<file path="config.mk">
export PLATFORM = sky130hd
export DESIGN_NAME = multicycle_stack_controller
export DESIGN_NICKNAME = d
export VERILOG_FILES = /design/src/rtl/multicycle_stack_controller.sv
export SDC_FILE = /design/constraint.sdc
export NUM_CORES = 1
export LEC_CHECK = 0
export CORE_MARGIN = 2
export CORE_UTILIZATION = 45
export CTS_BUF_LIST = sky130_fd_sc_hd__clkbuf_2
export CTS_CLUSTER_DIAMETER = 40
export CTS_CLUSTER_SIZE = 24
export DETAILED_ROUTE_END_ITERATION = 6
export PLACE_DENSITY = 0.88
export SLEW_MARGIN = 20
export SYNTH_ARGS = -nofsm -noshare
export SYNTH_HDL_FRONTEND = slang
export SYNTH_SLANG_ARGS = --single-unit
</file>
<file path="constraint.sdc">
create_clock -name clock -period 4.26 [get_ports clock]
set_clock_uncertainty 0.2 [all_clocks]
set_input_delay 0.426 -clock clock [delete_from_list [all_inputs] [get_ports clock]]
set_output_delay 0.426 -clock clock [all_outputs]
set_load 0.01 [all_outputs]
</file>
<file path="src/rtl/multicycle_stack_controller.sv">
// Multicycle control FSM for a stack machine: fetch, decode, one stack access, writeback.
// Stack bounds and memory wait time are guarded by a sticky fault with a cause code.
module multicycle_stack_controller #(
  parameter int IR_W   = 16,
  parameter int OPC_W  = 5,
  parameter int SP_W   = 8,
  parameter int WAIT_W = 4
) (
  input  logic            clock,
  input  logic            reset,
  input  logic [IR_W-1:0] ir,
  input  logic [SP_W-1:0] sp,
  input  logic            mem_ready,
  output logic            ld_ir,
  output logic            ld_reg,
  output logic            ld_pc,
  output logic            ld_sp,
  output logic            mem_read,
  output logic            mem_write,
  output logic            instr_fetch,
  output logic            addr_sel,
  output logic            din_sel,
  output logic            sp_up,
  output logic            reg_sel,
  output logic [1:0]      alu_op,
  output logic [1:0]      pc_sel,
  output logic            halted,
  output logic            fault,
  output logic [1:0]      fault_code,
  output logic [2:0]      state_o
);

  typedef enum logic [2:0] {
    S_FETCH = 3'b000,
    S_EXEC  = 3'b001,
    S_MEM   = 3'b010,
    S_WB    = 3'b011,
    S_HALT  = 3'b100,
    S_FAULT = 3'b101
  } state_t;

  localparam logic [OPC_W-1:0] OP_PUSH = OPC_W'(0);
  localparam logic [OPC_W-1:0] OP_POP  = OPC_W'(1);
  localparam logic [OPC_W-1:0] OP_ADD  = OPC_W'(2);
  localparam logic [OPC_W-1:0] OP_OR   = OPC_W'(5);
  localparam logic [OPC_W-1:0] OP_CALL = OPC_W'(6);
  localparam logic [OPC_W-1:0] OP_RET  = OPC_W'(7);
  localparam logic [OPC_W-1:0] OP_BR   = OPC_W'(8);
  localparam logic [OPC_W-1:0] OP_NOP  = OPC_W'(9);
  localparam logic [OPC_W-1:0] OP_HALT = '1;

  localparam logic [1:0] FC_ILLEGAL  = 2'b00;
  localparam logic [1:0] FC_OVERFLOW = 2'b01;
  localparam logic [1:0] FC_UNDERFLW = 2'b10;
  localparam logic [1:0] FC_TIMEOUT  = 2'b11;

  // A wait cycle seen at this count is the one that drives the counter to its maximum.
  localparam logic [WAIT_W-1:0] WAIT_LAST = WAIT_W'((1 << WAIT_W) - 2);

  state_t            state, state_next;
  logic [1:0]        code, code_next;
  logic [WAIT_W-1:0] wait_cnt, wait_next;
  logic [OPC_W-1:0]  opc;

  logic is_push, is_pop, is_alu, is_call, is_ret, is_br, is_halt, is_illegal;
  logic is_write, is_read, is_stack, timeout;
  logic unused_ir;

  assign unused_ir  = ^ir[IR_W-OPC_W-1:0];

  assign is_push    = (opc == OP_PUSH);
  assign is_pop     = (opc == OP_POP);
  assign is_alu     = (opc >= OP_ADD) && (opc <= OP_OR);
  assign is_call    = (opc == OP_CALL);
  assign is_ret     = (opc == OP_RET);
  assign is_br      = (opc == OP_BR);
  assign is_halt    = (opc == OP_HALT);
  assign is_illegal = (opc > OP_NOP) && !is_halt;
  assign is_write   = is_push | is_call;
  assign is_read    = is_pop | is_alu | is_ret;
  assign is_stack   = is_write | is_read;
  assign timeout    = !mem_ready && (wait_cnt == WAIT_LAST);

  always_comb begin
    state_next = state;
    code_next  = code;
    case (state)
      S_FETCH: begin
        if (mem_ready) begin
          state_next = S_EXEC;
        end else if (timeout) begin
          state_next = S_FAULT;
          code_next  = FC_TIMEOUT;
        end
      end
      S_EXEC: begin
        if (is_illegal) begin
          state_next = S_FAULT;
          code_next  = FC_ILLEGAL;
        end else if (is_halt) begin
          state_next = S_HALT;
        end else if (is_write && (sp == '0)) begin
          state_next = S_FAULT;
          code_next  = FC_OVERFLOW;
        end else if (is_read && (sp == '1)) begin
          state_next = S_FAULT;
          code_next  = FC_UNDERFLW;
        end else if (is_stack) begin
          state_next = S_MEM;
        end else begin
          state_next = S_WB;
        end
      end
      S_MEM: begin
        if (mem_ready) begin
          state_next = S_WB;
        end else if (timeout) begin
          state_next = S_FAULT;
          code_next  = FC_TIMEOUT;
        end
      end
      S_WB:    state_next = S_FETCH;
      S_HALT:  state_next = S_HALT;
      S_FAULT: state_next = S_FAULT;
      default: state_next = S_FAULT;
    endcase
  end

  always_comb begin
    wait_next = wait_cnt;
    if ((state_next == S_FETCH || state_next == S_MEM) && (state_next != state)) begin
      wait_next = '0;
    end else if ((state == S_FETCH || state == S_MEM) && !mem_ready) begin
      wait_next = wait_cnt + WAIT_W'(1);
    end
  end

  always_ff @(posedge clock or posedge reset) begin
    if (reset) begin
      state    <= S_FETCH;
      code     <= '0;
      wait_cnt <= '0;
      opc      <= '0;
    end else begin
      state    <= state_next;
      code     <= code_next;
      wait_cnt <= wait_next;
      if (state == S_FETCH && mem_ready) begin
        opc <= ir[IR_W-1 -: OPC_W];
      end
    end
  end

  // Reset gates the outputs directly so an aborted access drops in the same cycle.
  always_comb begin
    ld_ir       = 1'b0;
    ld_reg      = 1'b0;
    ld_pc       = 1'b0;
    ld_sp       = 1'b0;
    mem_read    = 1'b0;
    mem_write   = 1'b0;
    instr_fetch = 1'b0;
    addr_sel    = 1'b0;
    din_sel     = 1'b0;
    sp_up       = 1'b0;
    reg_sel     = 1'b0;
    alu_op      = 2'b00;
    pc_sel      = 2'b00;
    if (!reset) begin
      case (state)
        S_FETCH: begin
          mem_read    = 1'b1;
          instr_fetch = 1'b1;
          ld_ir       = mem_ready;
        end
        S_MEM: begin
          mem_write = is_write;
          mem_read  = is_read;
          addr_sel  = is_read;
          din_sel   = is_call;
        end
        S_WB: begin
          ld_pc   = 1'b1;
          ld_sp   = is_stack;
          sp_up   = is_read;
          ld_reg  = is_pop | is_alu;
          reg_sel = is_pop;
          if (is_alu) alu_op = opc[1:0] - 2'd2;
          if (is_call || is_br) pc_sel = 2'b01;
          else if (is_ret)      pc_sel = 2'b10;
        end
        default: ;
      endcase
    end
  end

  assign halted     = (state == S_HALT);
  assign fault      = (state == S_FAULT);
  assign fault_code = code;
  assign state_o    = state;

endmodule
</file>
==> metrics.md, run 1 <==
| Metric | Value |
|---|---|
| Status | complete, no violations |
| Post-CTS sizing | 0 |
| Worst path arrival time | 2410 ps |
| Slew Limit Headroom | 0.631 |
| Core Region | 2150 sq um |
| Vias in the first global route | 939 |
| GPL Wtd Cong | 0.816 |
| Final min period | 3040 ps |
| Hpwl dp | 1910 um |
| Largest net degree at the start of global routing | 16 |
| TritonCTS clock tree | done |
| Via count | 995 |
| Pwr Density | 237 nW/um^2 |
| Critical path endpoint category | primary output |
| Overall die area | 2620 sq um |
| Highest clock rate | 329 MHz |
| Maximum VDD drop | 0.000246 V |
| Std cell rows | 17 |
| Top cell family by delay on the critical path | buffers and inverters |
| Gate Count Post-Synth | 111 |
| Synthesis Warnings | 0 |
| Iter 0 DRT Violations | 9 |
| Clk Latency, worst-skew pair | 260 ps |
| Critical Path Most Common Cell | clkdlybuf4s50_1 |
| Total track usage | 0.203 |
| Ys flop type | dfrtp_1 |
| Max incr delay on CP | 530 ps |
| Mapped Nets | 140 |
| Synth top area share | 0.350 |
| Top post-synthesis cells by area | dfrtp_1 35%, nor2_1 6.7%, mux2_1 5.6% |
| GRT Residual Overflow | 0 |
| Worst hold-check path type | reg2reg |
| Final Hold Fails | 0 |
| H-tree depth | 1 |
| Worst path required time | 3630 ps |
| Setup violations, final | 0 |
| Mapped cell area | 1000 sq um |
| Max cap viols | 0 |
| Final wirelength | 2390 um |
| Nets | 177 |
| Flip-flop and latch count after synthesis | 14 |
| Num CTS Buffers | 3 |
| CTS Root Cell | clkbuf_2 |
| Worst setup SP type | input pin |
| N_diodes | 0 |
| Initial Util | 0.467 |
| Cells along the critical path | clkdlybuf4s50_1 > inv_1 > nand4_1 > nor2_1 > or2_1 > clkdlybuf4s50_1 |
| Drt via density | 5.69 |
| Layout area overhead | 39.3% |
| DR DRC count | 0 |
| Post-CTS Setup Bufs | 0 |
| Util after Layout | 0.650 |
| Critical path type | in2out |
| P_leak | 0.550 nW |
| CP max FO | 15 |
| Die W | 51.2 um |
| Yosys cell types | 41 |
| Leading area contributor after synthesis | dfrtp_1 |
| Initial antenna violation count | 0 |
| Dpl ws | 1190 ps |
| Seq/Total Area, Yosys | 0.350 |
| Setup tns final | 0 ps |
| Crit share post-route | 0.714 |
| Slew @ Worst Pin | 553 ps |
| EDFF count, synth | 0 |
| Post-route setup slack | 1220 ps |
| CTS Sinks | 14 |
| Slowest stage cell, crit path | clkdlybuf4s50_1 |
| TritonRoute pass-1 iters | 4 |
| I/O pin total | 49 |
| Die height | 51.2 um |
| WL/cell | 13.6 um |
| Syn Area/Cell | 9.03 sq um |
| Proportion of layout cells with a drive suffix above 1 | 0.0816 |
| CTS Hold Bufs | 0 |
| Clock Path Buffers | 2 |
| ANT nets after route | 0 |
| Unrepaired setup endpoints after global routing | false |
| CTS clock-pin slew for the worst setup and hold paths | 130 ps |
| Count of input and output buffers | 37 |
| Global-route wire length before repair | 4040 um |
| Synth async-reset ratio | 1.00 |
| Max Slew Vio Count | 0 |
| CP bufs+invs | 3 |
cell families (layout without fill, tap and decap cells):
kind of cell,after synthesis,count (layout),synth area share
and+or+nand+nor,56,56,0.296
AOI/OAI and AO/OA,19,19,0.175
DFF,14,14,0.350
buffers and inverters,9,45,0.0449
muxes,6,6,0.0662
xor gates and xnor gates,5,5,0.0437
adders and majority gates,2,2,0.0250
stage by stage:
step / instance area [sq um] / instances / total power [W] / hold slack, ps
finish: 1400 / 175 / 0.000331 / 341
global route: 1400 / 175 / 0.000361 / 382
CTS: 1400 / 175 / 0.000338 / 350
detailed placement: 1380 / 171 / 0.000275 / 328
global placement: 1380 / 171 / 0.000269 / 311
floorplan: 1000 / 111 / 0.000237 / 124
final cells by class:
type / instances / area [sq um]
repair buffers: 37 / 370
well taps: 28 / 35.0
flip-flops and latches: 14 / 350
clock inverters: 1 / 3.75
inverters: 4 / 15.0
clock buffers: 3 / 15.0
fillers: 193 / 752
multi-input cells: 88 / 607
registers in the layout, summed over array words and instances, names as in the netlist:
name,cells
wait_cnt,4
opc,5
state_o,3
fault_code,2
metal layers:
| layer | part of all wire | track usage | up-vias |
|---|---|---|---|
| li1 | - | - | 475 |
| met1 | 0.41 | 0.230 | 491 |
| met2 | 0.53 | 0.377 | 27 |
| met3 | 0.054 | 0.0526 | 2 |
| met4 | 0.010 | 0.0495 | 0 |
| met5 | 0 | 0 | - |
Yosys cell counts, types with 3 or more instances:
cell	count
nor2_1	18
nor3b_1	3
nor3_1	4
inv_1	3
nand2b_1	3
o21ai_0	4
buf_2	3
xor2_1	3
mux2_1	5
dfrtp_1	14
nand3_1	4
nand2_1	7
report_power, final:
part	internal [W]	total, W	switching, W
Sequential	0.000150	0.000171	0.0000217
Clock	0.0000204	0.0000592	0.0000388
Combinational	0.0000517	0.000100	0.0000483
Total	0.000222	0.000331	0.000109
final timing paths:
check | cells past startpoint | slack (ps) | to | start
max in group asynchronous | 2 | 3110 | wait_cnt[2] | reset
worst min register to register | 2 | 340 | fault_code[0] | fault_code[0]
worst max register to register | 5 | 2290 | wait_cnt[2] | opc[1]
worst min-delay path | 2 | 340 | fault_code[0] | fault_code[0]
min in group asynchronous | 2 | 380 | wait_cnt[3] | reset
worst max-delay path | 6 | 1220 | mem_read | reset
tightest hold or removal path, stage by stage, from the launching register on:
cell and delay, ps:
dfrtp_1 400, inv_1 50, a31oi_1 60
layout by cell type, fill, tap and decap left out, types with 2 or more instances in the layout:
cell             count
nor3_1               4
o21ai_0              4
ha_1                 2
clkdlybuf4s50_1     37
nor2_1              18
nor4_1               2
xor2_1               3
mux2_1               5
xnor2_1              2
a31oi_1              2
inv_1                3
o21ai_1              2
clkbuf_2             3
nand3_1              4
o21a_1               2
nand2_1              7
and4_1               2
dfrtp_1             14
or2_1                2
nand2b_1             3
nor3b_1              3
o211ai_1             2
or2_2                2
nand4_1              2
Power figures use the tool's default switching activity.
==> inputs of run 2 (changes only) <==
CORE_UTILIZATION = 41   (was 45)
PLACE_DENSITY = 0.81   (was 0.88)
clock period = 2.8 ns   (was 4.26 ns; I/O delays follow)
==> metrics.md, run 2 (synthesis results as in run 1) <==
| Metric | Value |
|---|---|
| Status | complete, no violations (unchanged) |
| GRT Residual Overflow | 0 (unchanged) |
| WL/cell | 13.6 um (about the same) |
| Via count | 945 (was 995) |
| Count of input and output buffers | 37 (unchanged) |
| Worst setup SP type | flop (was input pin) |
| Std cell rows | 17 (unchanged) |
| Crit share post-route | 0.928 |
| P_leak | 0.564 nW (was 0.550 nW) |
| Final wirelength | 2420 um (was 2390 um) |
| CTS Hold Bufs | 0 (unchanged) |
| Core Region | 2250 sq um (was 2150 sq um) |
| Worst path required time | 2320 ps (was 3630 ps) |
| Proportion of layout cells with a drive suffix above 1 | 0.107 (was 0.0816) |
| Dpl cell area | 1390 sq um (was 1380 sq um) |
| Layout area overhead | 41.8% (was 39.3%) |
| Total track usage | 0.183 (was 0.203) |
| ANT nets after route | 0 (unchanged) |
| Max cap viols | 0 (unchanged) |
| Worst path arrival time | 2120 ps (was 2410 ps) |
| Wl on met1 | 1080 um (was 970 um) |
| Setup violations, final | 0 (unchanged) |
| Overall die area | 2860 sq um (was 2620 sq um) |
| Post-route cell area | 1420 sq um (was 1400 sq um) |
| Placed Cells incl. Taps | 173 (was 171) |
| Highest clock rate | 385 MHz |
| DR DRC count | 0 (unchanged) |
| N_diodes | 0 (unchanged) |
| Slew @ Worst Pin | 469 ps (was 553 ps) |
| Largest net degree at the start of global routing | 15 (was 16) |
| Drt via density | 5.31 (was 5.69) |
| CP max FO | 9 (was 15) |
| Die height | 53.4 um (was 51.2 um) |
| Commonest cells after routing, fill and taps aside | 37 x clkdlybuf4s50_1, 17 x nor2_1, 14 x dfrtp_1 (was 37 x clkdlybuf4s50_1, 18 x nor2_1, 14 x dfrtp_1) |
| Biggest register | opc (unchanged) |
| Initial Util | 0.445 (was 0.467) |
| Setup tns final | 0 ps (unchanged) |
| Iter 0 DRT Violations | 10 (was 9) |
| GPL Wtd Cong | 0.792 (was 0.816) |
| I/O pin total | 49 (unchanged) |
| H-tree depth | 1 (unchanged) |
| Vias in the first global route | 882 (was 939) |
| TritonCTS clock tree | done (unchanged) |
| TritonRoute pass-1 iters | 4 (unchanged) |
| CTS Root Cell | clkbuf_2 (unchanged) |
| R2r worst-path depth | 5 (unchanged) |
| Flip-flop count of the largest register after layout | 5 (unchanged) |
| Initial antenna violation count | 0 (unchanged) |
| Nets | 180 (was 177) |
| Global-route wire length before repair | 3680 um (was 4040 um) |
| CTS clock-pin slew for the worst setup and hold paths | 120 ps (was 130 ps) |
| Uppermost layer routed | met4 (unchanged) |
| Worst hold-check path type | in2async (was reg2reg) |
| Slew Limit Headroom | 0.685 (was 0.631) |
| Maximum VDD drop | 0.000263 V (was 0.000246 V) |
| Max Slew Vio Count | 0 (unchanged) |
| Unrepaired setup endpoints after global routing | false (unchanged) |
| Critical path type | reg2out (was in2out) |
| Clk Latency, worst-skew pair | 290 ps (was 260 ps) |
| Final min period | 2600 ps |
| Num CTS Buffers | 3 (unchanged) |
| Pwr Density | 359 nW/um^2 (was 237 nW/um^2) |
| Clock Path Buffers | 2 (unchanged) |
| Final Hold Fails | 0 (unchanged) |
| DR WL met3 | 106 um (was 130 um) |
| Met2 WL | 1190 um (was 1260 um) |
| Die W | 53.4 um (was 51.2 um) |
| Final cell count without fillers | 178 (was 175) |
| Critical path endpoint category | primary output (unchanged) |
| Hpwl dp | 1910 um (about the same) |
| Most common cell after layout, fill and taps aside | clkdlybuf4s50_1 (unchanged) |
| CTS Sinks | 14 (unchanged) |
==> run 2: changes by cell type in the layout (fill, tap and decap cells not counted) <==
cell	before	now
nor2_2	1	2
buf_4	0	3
nor2_1	18	17
==> run 2: worst max-delay path, stage by stage (launching register included) <==
cell             delay, ps
dfrtp_1                470
or2_1                  350
nor3_1                 300
and2_1                 180
clkdlybuf4s50_1        530
==> run 2: layer usage <==
metal,track usage,vias to the layer above
li1,-,473
met1,0.215,442
met2,0.313,27
met3,0.0424,3
met4,0.0769,0
met5,0,-
==> run 2: repair_timing <==
item | 4_1_cts | 5_1_grt
resized for setup | 0 | 1
endpoints found under the setup margin | 0 | 3
setup buffers | 0 | 1
==> run 2: metrics by stage <==
stage | hold slack (ps) | util | total power, W | setup WS [ps]
2_1_floorplan | -22.5 | - | 0.000360 | 801
3_3_place_gp | 316 | 0.618 | 0.000414 | 463
3_5_place_dp | 327 | 0.618 | 0.000419 | 442
4_1_cts | 145 | 0.626 | 0.000517 | 102
5_1_grt | 203 | 0.630 | 0.000550 | 33.7
6_report | 211 | 0.630 | 0.000510 | 201
==> run 2: worst paths after layout <==
check	from	to	slack [ps]
setup / recovery	state_o[2]	ld_ir	200
hold / removal	reset	opc[1]	210
setup reg to reg	opc[1]	wait_cnt[1]	780
hold reg to reg	fault_code[0]	fault_code[0]	350
max in group asynchronous	reset	fault_code[0]	2030
min in group clock	fault_code[0]	fault_code[0]	350
==> run 2: cell type report <==
class                   instances  area, sq um
well taps                      28         35.0
clock buffers                   3         15.0
multi-input cells              88          609
repair buffers                 40          393
inverters                       4         15.0
fillers                       210          833
clock inverters                 1         3.75
flip-flops and latches         14          350
==> run 2: where the power goes <==
| part | internal [W] | switching (W) | total [W] |
|---|---|---|---|
| Sequential | 0.000228 | 0.0000345 | 0.000262 |
| Combinational | 0.0000793 | 0.0000741 | 0.000153 |
| Clock | 0.0000309 | 0.0000634 | 0.0000943 |
| Total | 0.000338 | 0.000172 | 0.000510 |
==> inputs of run 3 (changes only) <==
PLACE_DENSITY = 0.91   (was 0.81)
==> metrics.md, run 3 (synthesis results as in run 1) <==
| Metric | Value |
|---|---|
| Largest net degree at the start of global routing | 15 (unchanged) |
| FF-to-FF setup slack | 790 ps (was 780 ps) |
| Core Region | 2250 sq um (unchanged) |
| Initial antenna violation count | 0 (unchanged) |
| ANT nets after route | 0 (unchanged) |
| Global-route wire length before repair | 4100 um (was 3680 um) |
| Pwr Density | 358 nW/um^2 (was 359 nW/um^2) |
| Fillers | 203 (was 210) |
| Crit share post-route | 0.948 (was 0.928) |
| GPL Wtd Cong | 0.860 (was 0.792) |
| TritonCTS clock tree | done (unchanged) |
| Sequential cell area | 350 sq um (unchanged) |
| Iter 0 DRT Violations | 22 (was 10) |
| DR DRC count | 0 (unchanged) |
| Worst path required time | 2320 ps (about the same) |
| Multi-input logic area | 609 sq um (unchanged) |
| Final Hold Fails | 0 (unchanged) |
| Slowest stage cell, crit path | clkdlybuf4s50_1 (unchanged) |
| N_diodes | 0 (unchanged) |
| Max Slew Vio Count | 0 (unchanged) |
| Comb pwr share | 0.304 (was 0.301) |
| CTS Root Cell | clkbuf_2 (unchanged) |
| Vias in the first global route | 902 (was 882) |
| I/O pin total | 49 (unchanged) |
| Initial Util | 0.445 (unchanged) |
| Std cell rows | 17 (unchanged) |
| CTS Sinks | 14 (unchanged) |
| Critical path endpoint category | primary output (unchanged) |
| Max cap viols | 0 (unchanged) |
| Final wirelength | 2580 um (was 2420 um) |
| WL/cell | 14.6 um (was 13.6 um) |
| Setup violations, final | 0 (unchanged) |
| Top cell family by delay on the critical path | simple AND/OR/NAND/NOR gates (unchanged) |
| Slew @ Worst Pin | 416 ps (was 469 ps) |
| Worst setup SP type | flop (unchanged) |
| Flip-flop count of the largest register after layout | 5 (unchanged) |
| Met2 WL | 1350 um (was 1190 um) |
| WHS | 197 ps (was 211 ps) |
| Via count | 966 (was 945) |
| Count of input and output buffers | 37 (unchanged) |
| Flop pwr share | 0.523 (was 0.514) |
| Cells along the critical path | nand3b_1 > nor2_2 > nand2_1 > nor3b_1 > clkdlybuf4s50_1 (was or2_1 > nor3_1 > and2_1 > clkdlybuf4s50_1) |
| Slew Limit Headroom | 0.721 (was 0.685) |
| Num CTS Buffers | 3 (unchanged) |
| P_leak | 0.558 nW (was 0.564 nW) |
| Maximum VDD drop | 0.000315 V (was 0.000263 V) |
| CTS clock-pin slew for the worst setup and hold paths | 120 ps (about the same) |
| Highest clock rate | 377 MHz (was 385 MHz) |
| Drt via density | 5.49 (was 5.31) |
| Commonest cells after routing, fill and taps aside | 37 x clkdlybuf4s50_1, 17 x nor2_1, 14 x dfrtp_1 (unchanged) |
| Biggest register | opc (unchanged) |
| Layout area overhead | 40.7% (was 41.8%) |
| Util after Layout | 0.625 (was 0.630) |
| Proportion of layout cells with a drive suffix above 1 | 0.101 (was 0.107) |
| Clk Latency, worst-skew pair | 270 ps (was 290 ps) |
| Final min period | 2650 ps (was 2600 ps) |
| Net switching power | 0.000168 W (was 0.000172 W) |
| Worst hold-check path type | in2async (unchanged) |
| Wl on met1 | 1060 um (was 1080 um) |
| GRT Residual Overflow | 0 (unchanged) |
| Final cell count without fillers | 176 (was 178) |
| Setup tns final | 0 ps (unchanged) |
| Total track usage | 0.201 (was 0.183) |
| Unrepaired setup endpoints after global routing | false (unchanged) |
| Clock power frac | 0.173 (was 0.185) |
| P_int | 0.000336 W (was 0.000338 W) |
| TritonRoute pass-1 iters | 7 (was 4) |
| Max incr delay on CP | 580 ps (was 530 ps) |
| H-tree depth | 1 (unchanged) |
| CP bufs+invs | 1 (unchanged) |
| Placed Cells incl. Taps | 173 (unchanged) |
| Status | complete, no violations (unchanged) |
| Overall die area | 2860 sq um (unchanged) |
| Die height | 53.4 um (unchanged) |
| Post-CTS Setup Bufs | 0 (unchanged) |
| Sw Share | 0.333 (was 0.337) |
| Clock Path Buffers | 2 (unchanged) |
| CP max FO | 9 (unchanged) |
| Most common cell after layout, fill and taps aside | clkdlybuf4s50_1 (unchanged) |
| Critical path type | reg2out (unchanged) |
| Die W | 53.4 um (unchanged) |
| Nets | 179 (was 180) |
| Hpwl dp | 2090 um (was 1910 um) |
| DR WL met3 | 143 um (was 106 um) |
| Worst path arrival time | 2170 ps (was 2120 ps) |
| Uppermost layer routed | met4 (unchanged) |
run 3: changes by cell type in the layout (fill, tap and decap cells not counted):
cell / before / now
buf_4: 3 / 2
clkinv_1: 1 / 0
run 3: worst min-delay path: cells and delay by family:
kind	cells	cell delay (ps)
buf+inv	3	770
run 3: routing by layer:
| layer | vias up | global-route usage |
|---|---|---|
| li1 | 471 | - |
| met3 | 4 | 0.0537 |
| met5 | - | 0 |
| met1 | 460 | 0.240 |
| met4 | 0 | 0.0684 |
| met2 | 31 | 0.344 |
run 3: metrics by stage:
stage	cell area [sq um]	setup slack [ps]	total power (W)
floorplan	1000	801	0.000360
global placement	1390	456	0.000413
detailed placement	1390	424	0.000421
CTS	1410	112	0.000509
global route	1410	17.4	0.000542
finish	1410	146	0.000504
run 3: timing repair:
action                                 in CTS  in global routing
endpoints found under the hold margin       0                  0
setup endpoints to repair                   0                  4
hold buffers                                0                  0
resized for setup                           0                  1
run 3: final cells by class:
type                    count  area share
clock buffers               3      0.0106
inverters                   4      0.0106
multi-input cells          88       0.432
flip-flops and latches     14       0.248
well taps                  28      0.0248
repair buffers             39       0.273
run 3: power by group through the flow:
stage / combinational [W] / sequential (W) / clock [W]
after floorplan: 0.000107 / 0.000254 / 0
after global placement: 0.000149 / 0.000264 / 0
after detailed placement: 0.000153 / 0.000268 / 0
after CTS: 0.000154 / 0.000264 / 0.0000911
after global routing: 0.000169 / 0.000268 / 0.000104
final: 0.000153 / 0.000264 / 0.0000871
run 3: final timing paths:
check / endpoint / from / cells after the start
setup / recovery: alu_op[1] / state_o[2] / 5
hold / removal: wait_cnt[2] / reset / 3
setup reg to reg: wait_cnt[1] / opc[1] / 5
hold reg to reg: fault_code[0] / fault_code[0] / 2
max in group asynchronous: wait_cnt[0] / reset / 3
min in group clock: fault_code[0] / fault_code[0] / 2
